==> src/rtl/fetch_stage_pkg.sv <==
// Shared types and constants for the fetch stage and its neighbours.
// Holds the IF/ID bundle layout, the NOP encoding, PC step and target alignment.
package fetch_stage_pkg;

    localparam int XLEN = 32;

    localparam logic [XLEN-1:0] NOP_INSTR = '0;

    localparam int unsigned PC_INC = 4;

    // Low address bits cleared on a branch target.
    localparam int unsigned ALIGN_BITS = 3;

    typedef struct packed {
        logic [XLEN-1:0] instr;
        logic [XLEN-1:0] pc;
        logic            valid;
    } if_id_t;

endpackage

==> src/rtl/fetch_stage_sat_counter.sv <==
// Unsigned up-counter that saturates at all-ones; cleared only by reset.
// Ports: clk, rst (async active-low), inc (count enable), count (value).
module sat_counter #(
    parameter int CNT_W = 16
) (
    input  logic             clk,
    input  logic             rst,
    input  logic             inc,
    output logic [CNT_W-1:0] count
);

    logic [CNT_W-1:0] r_count;
    logic             w_full;

    assign w_full = &r_count;

    always_ff @(posedge clk or negedge rst) begin
        if (!rst) begin
            r_count <= '0;
        end else if (inc && !w_full) begin
            r_count <= r_count + 1'b1;
        end
    end

    assign count = r_count;

endmodule

==> src/rtl/fetch_stage.sv <==
// Instruction fetch with IF/ID register; branch > freeze > advance each edge.
// Ports: clk, rst (async low), freeze, branch_taken/addr, imem_addr/rdata,
//        if_id_instr/pc/valid, pc (debug), stall_cnt, flush_cnt.
module fetch_stage
    import fetch_stage_pkg::*;
#(
    parameter int              ADDR_W   = 32,
    parameter int              INSTR_W  = 32,
    parameter int              CNT_W    = 16,
    parameter logic [ADDR_W-1:0] RESET_PC = '0
) (
    input  logic               clk,
    input  logic               rst,
    input  logic               freeze,
    input  logic               branch_taken,
    input  logic [ADDR_W-1:0]  branch_addr,
    output logic [ADDR_W-1:0]  imem_addr,
    input  logic [INSTR_W-1:0] imem_rdata,
    output logic [INSTR_W-1:0] if_id_instr,
    output logic [ADDR_W-1:0]  if_id_pc,
    output logic               if_id_valid,
    output logic [ADDR_W-1:0]  pc,
    output logic [CNT_W-1:0]   stall_cnt,
    output logic [CNT_W-1:0]   flush_cnt
);

    logic [ADDR_W-1:0] r_pc;
    if_id_t            r_if_id;

    logic [ADDR_W-1:0] w_pc_seq;
    logic [ADDR_W-1:0] w_br_target;
    logic              w_stall;

    assign w_pc_seq    = r_pc + ADDR_W'(PC_INC);
    assign w_br_target = branch_addr & ~ADDR_W'(ALIGN_BITS);

    // A freeze coinciding with a branch is moot: the held slot is squashed.
    assign w_stall = freeze & ~branch_taken;

    always_ff @(posedge clk or negedge rst) begin
        if (!rst) begin
            r_pc    <= RESET_PC;
            r_if_id <= '{instr: NOP_INSTR, pc: '0, valid: 1'b0};
        end else begin
            unique case (1'b1)
                branch_taken: begin
                    r_pc    <= w_br_target;
                    r_if_id <= '{instr: NOP_INSTR, pc: '0, valid: 1'b0};
                end
                w_stall: begin
                    r_pc    <= r_pc;
                    r_if_id <= r_if_id;
                end
                default: begin
                    r_pc          <= w_pc_seq;
                    r_if_id.instr <= imem_rdata;
                    r_if_id.pc    <= w_pc_seq;
                    r_if_id.valid <= 1'b1;
                end
            endcase
        end
    end

    assign imem_addr   = r_pc;
    assign pc          = r_pc;
    assign if_id_instr = r_if_id.instr;
    assign if_id_pc    = r_if_id.pc;
    assign if_id_valid = r_if_id.valid;

    sat_counter #(
        .CNT_W (CNT_W)
    ) u_stall_cnt (
        .clk   (clk),
        .rst   (rst),
        .inc   (w_stall),
        .count (stall_cnt)
    );

    sat_counter #(
        .CNT_W (CNT_W)
    ) u_flush_cnt (
        .clk   (clk),
        .rst   (rst),
        .inc   (branch_taken),
        .count (flush_cnt)
    );

endmodule

==> config.mk <==
export PLATFORM = sky130hd
export DESIGN_NAME = fetch_stage
export DESIGN_NICKNAME = d
export VERILOG_FILES = /design/src/rtl/fetch_stage_pkg.sv /design/src/rtl/fetch_stage_sat_counter.sv /design/src/rtl/fetch_stage.sv
export SDC_FILE = /design/constraint.sdc
export NUM_CORES = 1
export LEC_CHECK = 0
export ABC_AREA = 1
export CAP_MARGIN = 10
export CELL_PAD_IN_SITES_DETAIL_PLACEMENT = 1
export CELL_PAD_IN_SITES_GLOBAL_PLACEMENT = 1
export CORE_MARGIN = 4
export CORE_UTILIZATION = 49
export DETAILED_ROUTE_END_ITERATION = 16
export DONT_BUFFER_PORTS = 1
export GPL_TIMING_DRIVEN = 0
export PLACE_DENSITY_LB_ADDON = 0.1
export SYNTH_ARGS = -nofsm -noshare
export SYNTH_HDL_FRONTEND = slang
export SYNTH_SLANG_ARGS = --single-unit
==> constraint.sdc <==
create_clock -name clk -period 4.55 [get_ports clk]
set_input_delay 0.6825 -clock clk [delete_from_list [all_inputs] [get_ports clk]]
set_output_delay 0.6825 -clock clk [all_outputs]
set_load 0.02 [all_outputs]
# ---- Yosys cells after proc, flatten, opt, wreduce, memory -nomap -nowiden
# Index checks and enable logic that the tools add are counted.
dict set report totals {
  romBits 0
  latchBits 0
  register_bits 129
  mem_bits_rw 0
  inputBits 68
  wordCells 19
  out_inout_bits 161
  n_memories 0
}
dict set report op_classes {
  n_div 0
  mul 0
  n_lt_le_gt_ge 0
  eq_ne 0
  bitwise 2
  shift 0
  add_sub_neg 3
  muxes 2
  reduce_logical 6
}
# cell n
set ops {}
lappend ops {{65-bit case mux with 2 select lines} 1}
lappend ops {{32-bit case mux with 2 select lines} 1}
lappend ops {{16-bit by 1-bit adder with 16-bit output, second input constant} 2}
lappend ops {{32-bit by 3-bit adder with 32-bit output, second input constant} 1}
lappend ops {{16-bit AND reduction} 2}
lappend ops {{1-bit logical AND} 2}
lappend ops {{1-bit zero test} 2}
lappend ops {{1-bit AND} 1}
lappend ops {{1-bit inverter} 1}

# ---- Longest topological paths before layout
dict set report logic_depth {
  word_depth 3
  ltp_mapped 10
  ltp_nobuf 10
}

# ---- Modules after synthesis
# Synthesis repeated with hierarchy kept, for this count alone.
dict set report hier_totals {
  hier_cells 873
  hier_area_um2 6784.0
}
# mod instances cells_per_inst area_per_inst_um2 seq_area_each_um2
set modules_own_cells {}
lappend modules_own_cells {fetch_stage 1 557 4679.5 2352.3}
lappend modules_own_cells {sat_counter 2 158 1052.3 400.4}

# ---- Least setup slack after synthesis
# No wires, ideal clock.
dict set report synth_path {
  path_type {register to register}
  startpoint {register u_stall_cnt.r_count[1] (netlist: u_stall_cnt.count[1])}
  endpoint {register u_stall_cnt.r_count[3] (netlist: u_stall_cnt.count[3])}
  period_less_slack_ns 1.660
  setup_time_ns 0.117
  stages_incl_launch_ff 10
  required_time_ns 4.433
  setup_slack_ns 2.890
  n_path_buf 1
  t_arrival_ns 1.543
  cell_sequence {dfrtp_1 ha_1 nand3_2 nor3_4 nand3_2 nand2_4 inv_4 buf_6 nand2_1 nand2_1}
}
dict set report synth_between {
  elab_chain_len 3
  word_cells_on_any_way 4
  cone_classes {add/sub: 1; reduce/logical: 3}
}
# item line
set synth_rtl {}
lappend synth_rtl {{start: declaration} fetch_stage_sat_counter.sv:12} ;# logic [CNT_W-1:0] r_count;
lappend synth_rtl {{start signal: assignment} fetch_stage_sat_counter.sv:21} ;# r_count <= r_count + 1'b1;
lappend synth_rtl {{branches (longest 3 deep; another with 16-bit by 1-bit adder with 16-bit output)} n/a}
# Parallel ways; which one is timed is not known.
# A chain may end at the register's enable or synchronous reset.

# ---- Worst setup path after layout
dict set report layout_path {
  startpoint {register r_pc[3] (netlist: imem_addr[3])}
  endpoint {register r_pc[26] (netlist: imem_addr[26])}
}
dict set report layout_between {
  elab_chain_len 2
}
# item line
set layout_rtl {}
lappend layout_rtl {{start: declaration} fetch_stage.sv:27} ;# logic [ADDR_W-1:0] r_pc;
lappend layout_rtl {{start signal: assignment} fetch_stage.sv:47} ;# r_pc <= w_br_target;
lappend layout_rtl {{start signal: assignment} fetch_stage.sv:51} ;# r_pc <= r_pc;
lappend layout_rtl {{start signal: assignment} fetch_stage.sv:55} ;# r_pc <= w_pc_seq;
lappend layout_rtl {{32-bit by 3-bit adder with 32-bit output} fetch_stage.sv:34} ;# assign w_pc_seq = r_pc + ADDR_W'(PC_INC);
lappend layout_rtl {{32-bit case mux with 2 select lines} fetch_stage.sv:45} ;# unique case (1'b1)
# No other way between the ends.

==> results.sh <==
export IMPL_status="complete, no violations"
export IMPL_cp_start_kind="register"
export IMPL_synth_enable_flop_cells=0
export IMPL_clk_latency_ps=420
export IMPL_fillCellCount=1657
export IMPL_skew_ps=9.89
export IMPL_grt_max_degree=127
export IMPL_synth_area_leaders="dfrtp_1 (47%), nand2_1 (18%), a22o_1 (4.7%)"
export IMPL_critical_path_max_stage_delay_ps=570
export IMPL_dp_cells=1021
export IMPL_cp_end_kind="register"
export IMPL_start_util_pct=50.1
export IMPL_crit_start="imem_addr[3]"
export IMPL_die_h_um=125
export IMPL_ir_drop_mv=0.260
export IMPL_power_uw=3240
export IMPL_clock_sinks=126
export IMPL_async_flop_share_pct=100
export IMPL_min_period_over_period_pct=46.7
export IMPL_rsz0062_at_grt="false"
export IMPL_fin_crit_ps=2130
export IMPL_maxSlewViolCount=0
export IMPL_multi_input_area_mm2=0.00281
export IMPL_place_ws_ps=2500
export IMPL_ant_nets=0
export IMPL_port_buffers=0
export IMPL_hold_violations=0
export IMPL_critPathSlowestCell="dfrtp_1"
export IMPL_drt_first_pass_iters=4
export IMPL_cts_path_max_buffers=2
export IMPL_core_area_mm2=0.0133
export IMPL_gp_congestion=0.842
export IMPL_cts_buffers_inserted=17
export IMPL_grt_busiest_layer="met2"
export IMPL_yosysTopAreaCell="dfrtp_1"
export IMPL_worst_pin_slew_ps=653
export IMPL_die_area_mm2=0.0155
export IMPL_grt_pass1_wl_um=33900
export IMPL_setup_viol=0
export IMPL_rr_endpoint="imem_addr[26]"
export IMPL_ctsHtreeMaxLevel=4
export IMPL_grt_use_met3_pct=8.06
export IMPL_fin_nets=936
export IMPL_use_met1_pct=30.4
export IMPL_first_iter_violations=275
export IMPL_instances_no_fill=1054
export IMPL_layout_drive_gt1_share_pct=12.4
export IMPL_rrSetupSlack_ps=2420
export IMPL_netlist_instances=842
export IMPL_ys_warnings_count=0
export IMPL_diodes=0
export IMPL_whs_ps=204
export IMPL_synth_flop_cell="dfrtp_1"
export IMPL_area_growth_pct=12.0
export IMPL_path_cells="ha_1, nand2_1, nor2_1, nand2_1, nor2_1, nand3_1, nand3_1, nand2_1"
export IMPL_seq_area_mm2=0.00315
export IMPL_worst_path_most_repeated_cell="nand2_1"
export IMPL_grt_use_met2_pct=49.0
export IMPL_power_density_mw_per_mm2=434
export IMPL_synth_most_common_cell="nand2_1"
export IMPL_hold_path_class="input port to async pin"
export IMPL_criticalPathCategory="register to register"
export IMPL_pin_count=229
export IMPL_synth_area_mm2=0.00666
export IMPL_vias=5787
export IMPL_cp_arrival_ps=2430
export IMPL_die_w_um=125
export IMPL_drv_cap=0
export IMPL_synth_seq_cells=126
export IMPL_leakage_uw=0.00381
export IMPL_wl_per_cell_um=19.9
export IMPL_rr_startpoint="imem_addr[3]"
export IMPL_grt_pass1_vias=6380
export IMPL_synth_common_cells="nand2_1 (327), dfrtp_1 (126), inv_1 (76), nor2_1 (63), nand3_1 (48)"
export IMPL_cts_tree="done"
export IMPL_ctsResizeCount=0
export IMPL_crit_fanout=6
export IMPL_required_ps=4860
export IMPL_antenna_found_initial=0
export IMPL_setup_tns_ps=0
export IMPL_post_cts_buffers=0
export IMPL_hold_buffers=1
export IMPL_clk_pin_slew_ps=60
export IMPL_wirelength_um=20900
export IMPL_reg2reg_depth=8
export IMPL_grt_usage_pct=27.1
export IMPL_slew_headroom_pct=56.5
export IMPL_rows=42
export IMPL_drc_errors=0
export IMPL_syn_area_per_cell_um2=7.91
export IMPL_post_drt_via_cell_ratio=5.49
export IMPL_synth_distinct_cells=36
export IMPL_fmax_mhz=471
export IMPL_dp_hpwl_um=15200
export IMPL_synth_top_cell_area_share_pct=47.3
export IMPL_cts_root_buf="clkbuf_16"
export IMPL_setup_ws_ps=2420
export IMPL_ys_seq_area_share_pct=47.3
export IMPL_gr_total_overflow=0
==> logic make-up (layout without fill, tap and decap cells) <==
group                      count (synthesis)  count (layout)  share of synthesized area (%)
xor gates and xnor gates                  25              25                           3.29
DFF                                      126             126                           47.3
AOI/OAI and AO/OA                         79              79                           8.69
buffers and inverters                    138             171                           10.7
and+or+nand+nor                          470             470                           29.4
other                                      1               4                         0.0563
adders and majority gates                  3               3                          0.563
==> critical path, delay by kind of cell, from the launching register on <==
kind                     cells  cell delay, ps
adder cells (fa/ha/maj)      1             250
AND/OR/NAND/NOR              7            1200
flip-flops                   1             570
==> how the worst max path moves through the flow <==
stage	endpoint	slack, ps	depth (start not counted)
floorplan	u_stall_cnt.count[3]	2890	9
global placement	if_id_pc[18]	2530	8
detailed placement	imem_addr[6]	2500	6
CTS	imem_addr[26]	2450	8
global route	imem_addr[26]	2190	8
finish	imem_addr[26]	2420	8
==> registers in the layout (all words and copies together) (netlist names) <==
| name | count |
|---|---|
| u_flush_cnt.count | 16 |
| imem_addr | 30 |
| u_stall_cnt.count | 16 |
| if_id_pc | 31 |
| if_id_instr | 32 |
| if_id_valid | 1 |
==> metrics by stage <==
step | cell area [µm²] | util, %
finish | 7460 | 56.1
global route | 7460 | 56.1
CTS | 7460 | 56.1
detailed placement | 6890 | 51.9
global placement | 6890 | 51.9
floorplan | 6670 | -
==> placed cells by master, fill, tap and decap left out, drive strengths merged, types with 3 or more instances in the layout <==
cell type,count
a21oi,6
a22o,36
buf,54
clkbuf,26
clkinvlp,4
conb,4
dfrtp,126
ha,3
inv,85
nand2,330
nand3,51
nand4,8
nor2,70
nor3,7
o211ai,6
o21ai,27
xnor2,11
xor2,14
==> power breakdown <==
part / internal, µW / switching [µW] / total (µW) / leakage (µW)
Clock: 709 / 551 / 1260 / 0.000254
Sequential: 1230 / 309 / 1530 / 0.00165
Combinational: 164 / 278 / 442 / 0.00191
Total: 2100 / 1140 / 3240 / 0.00381
==> routing by layer <==
metal / wire [µm] / part of all wire [%] / up-vias
met5: 0 / 0 / -
met4: 433 / 2.1 / 0
met3: 1560 / 7.5 / 32
met2: 11100 / 53 / 187
met1: 7880 / 38 / 2901
li1: - / - / 2667
==> cell type report <==
type,count,area share (%)
Clock inverter,13,1.44
Timing Repair Buffer,1,0.369
Clock buffer,19,5.80
Buffer,60,5.62
Sequential cell,126,42.3
Inverter,78,3.96
Tap cell,176,2.95
Multi-Input combinational cell,581,37.6
Note: power is estimated with default switching activity, not from simulation.
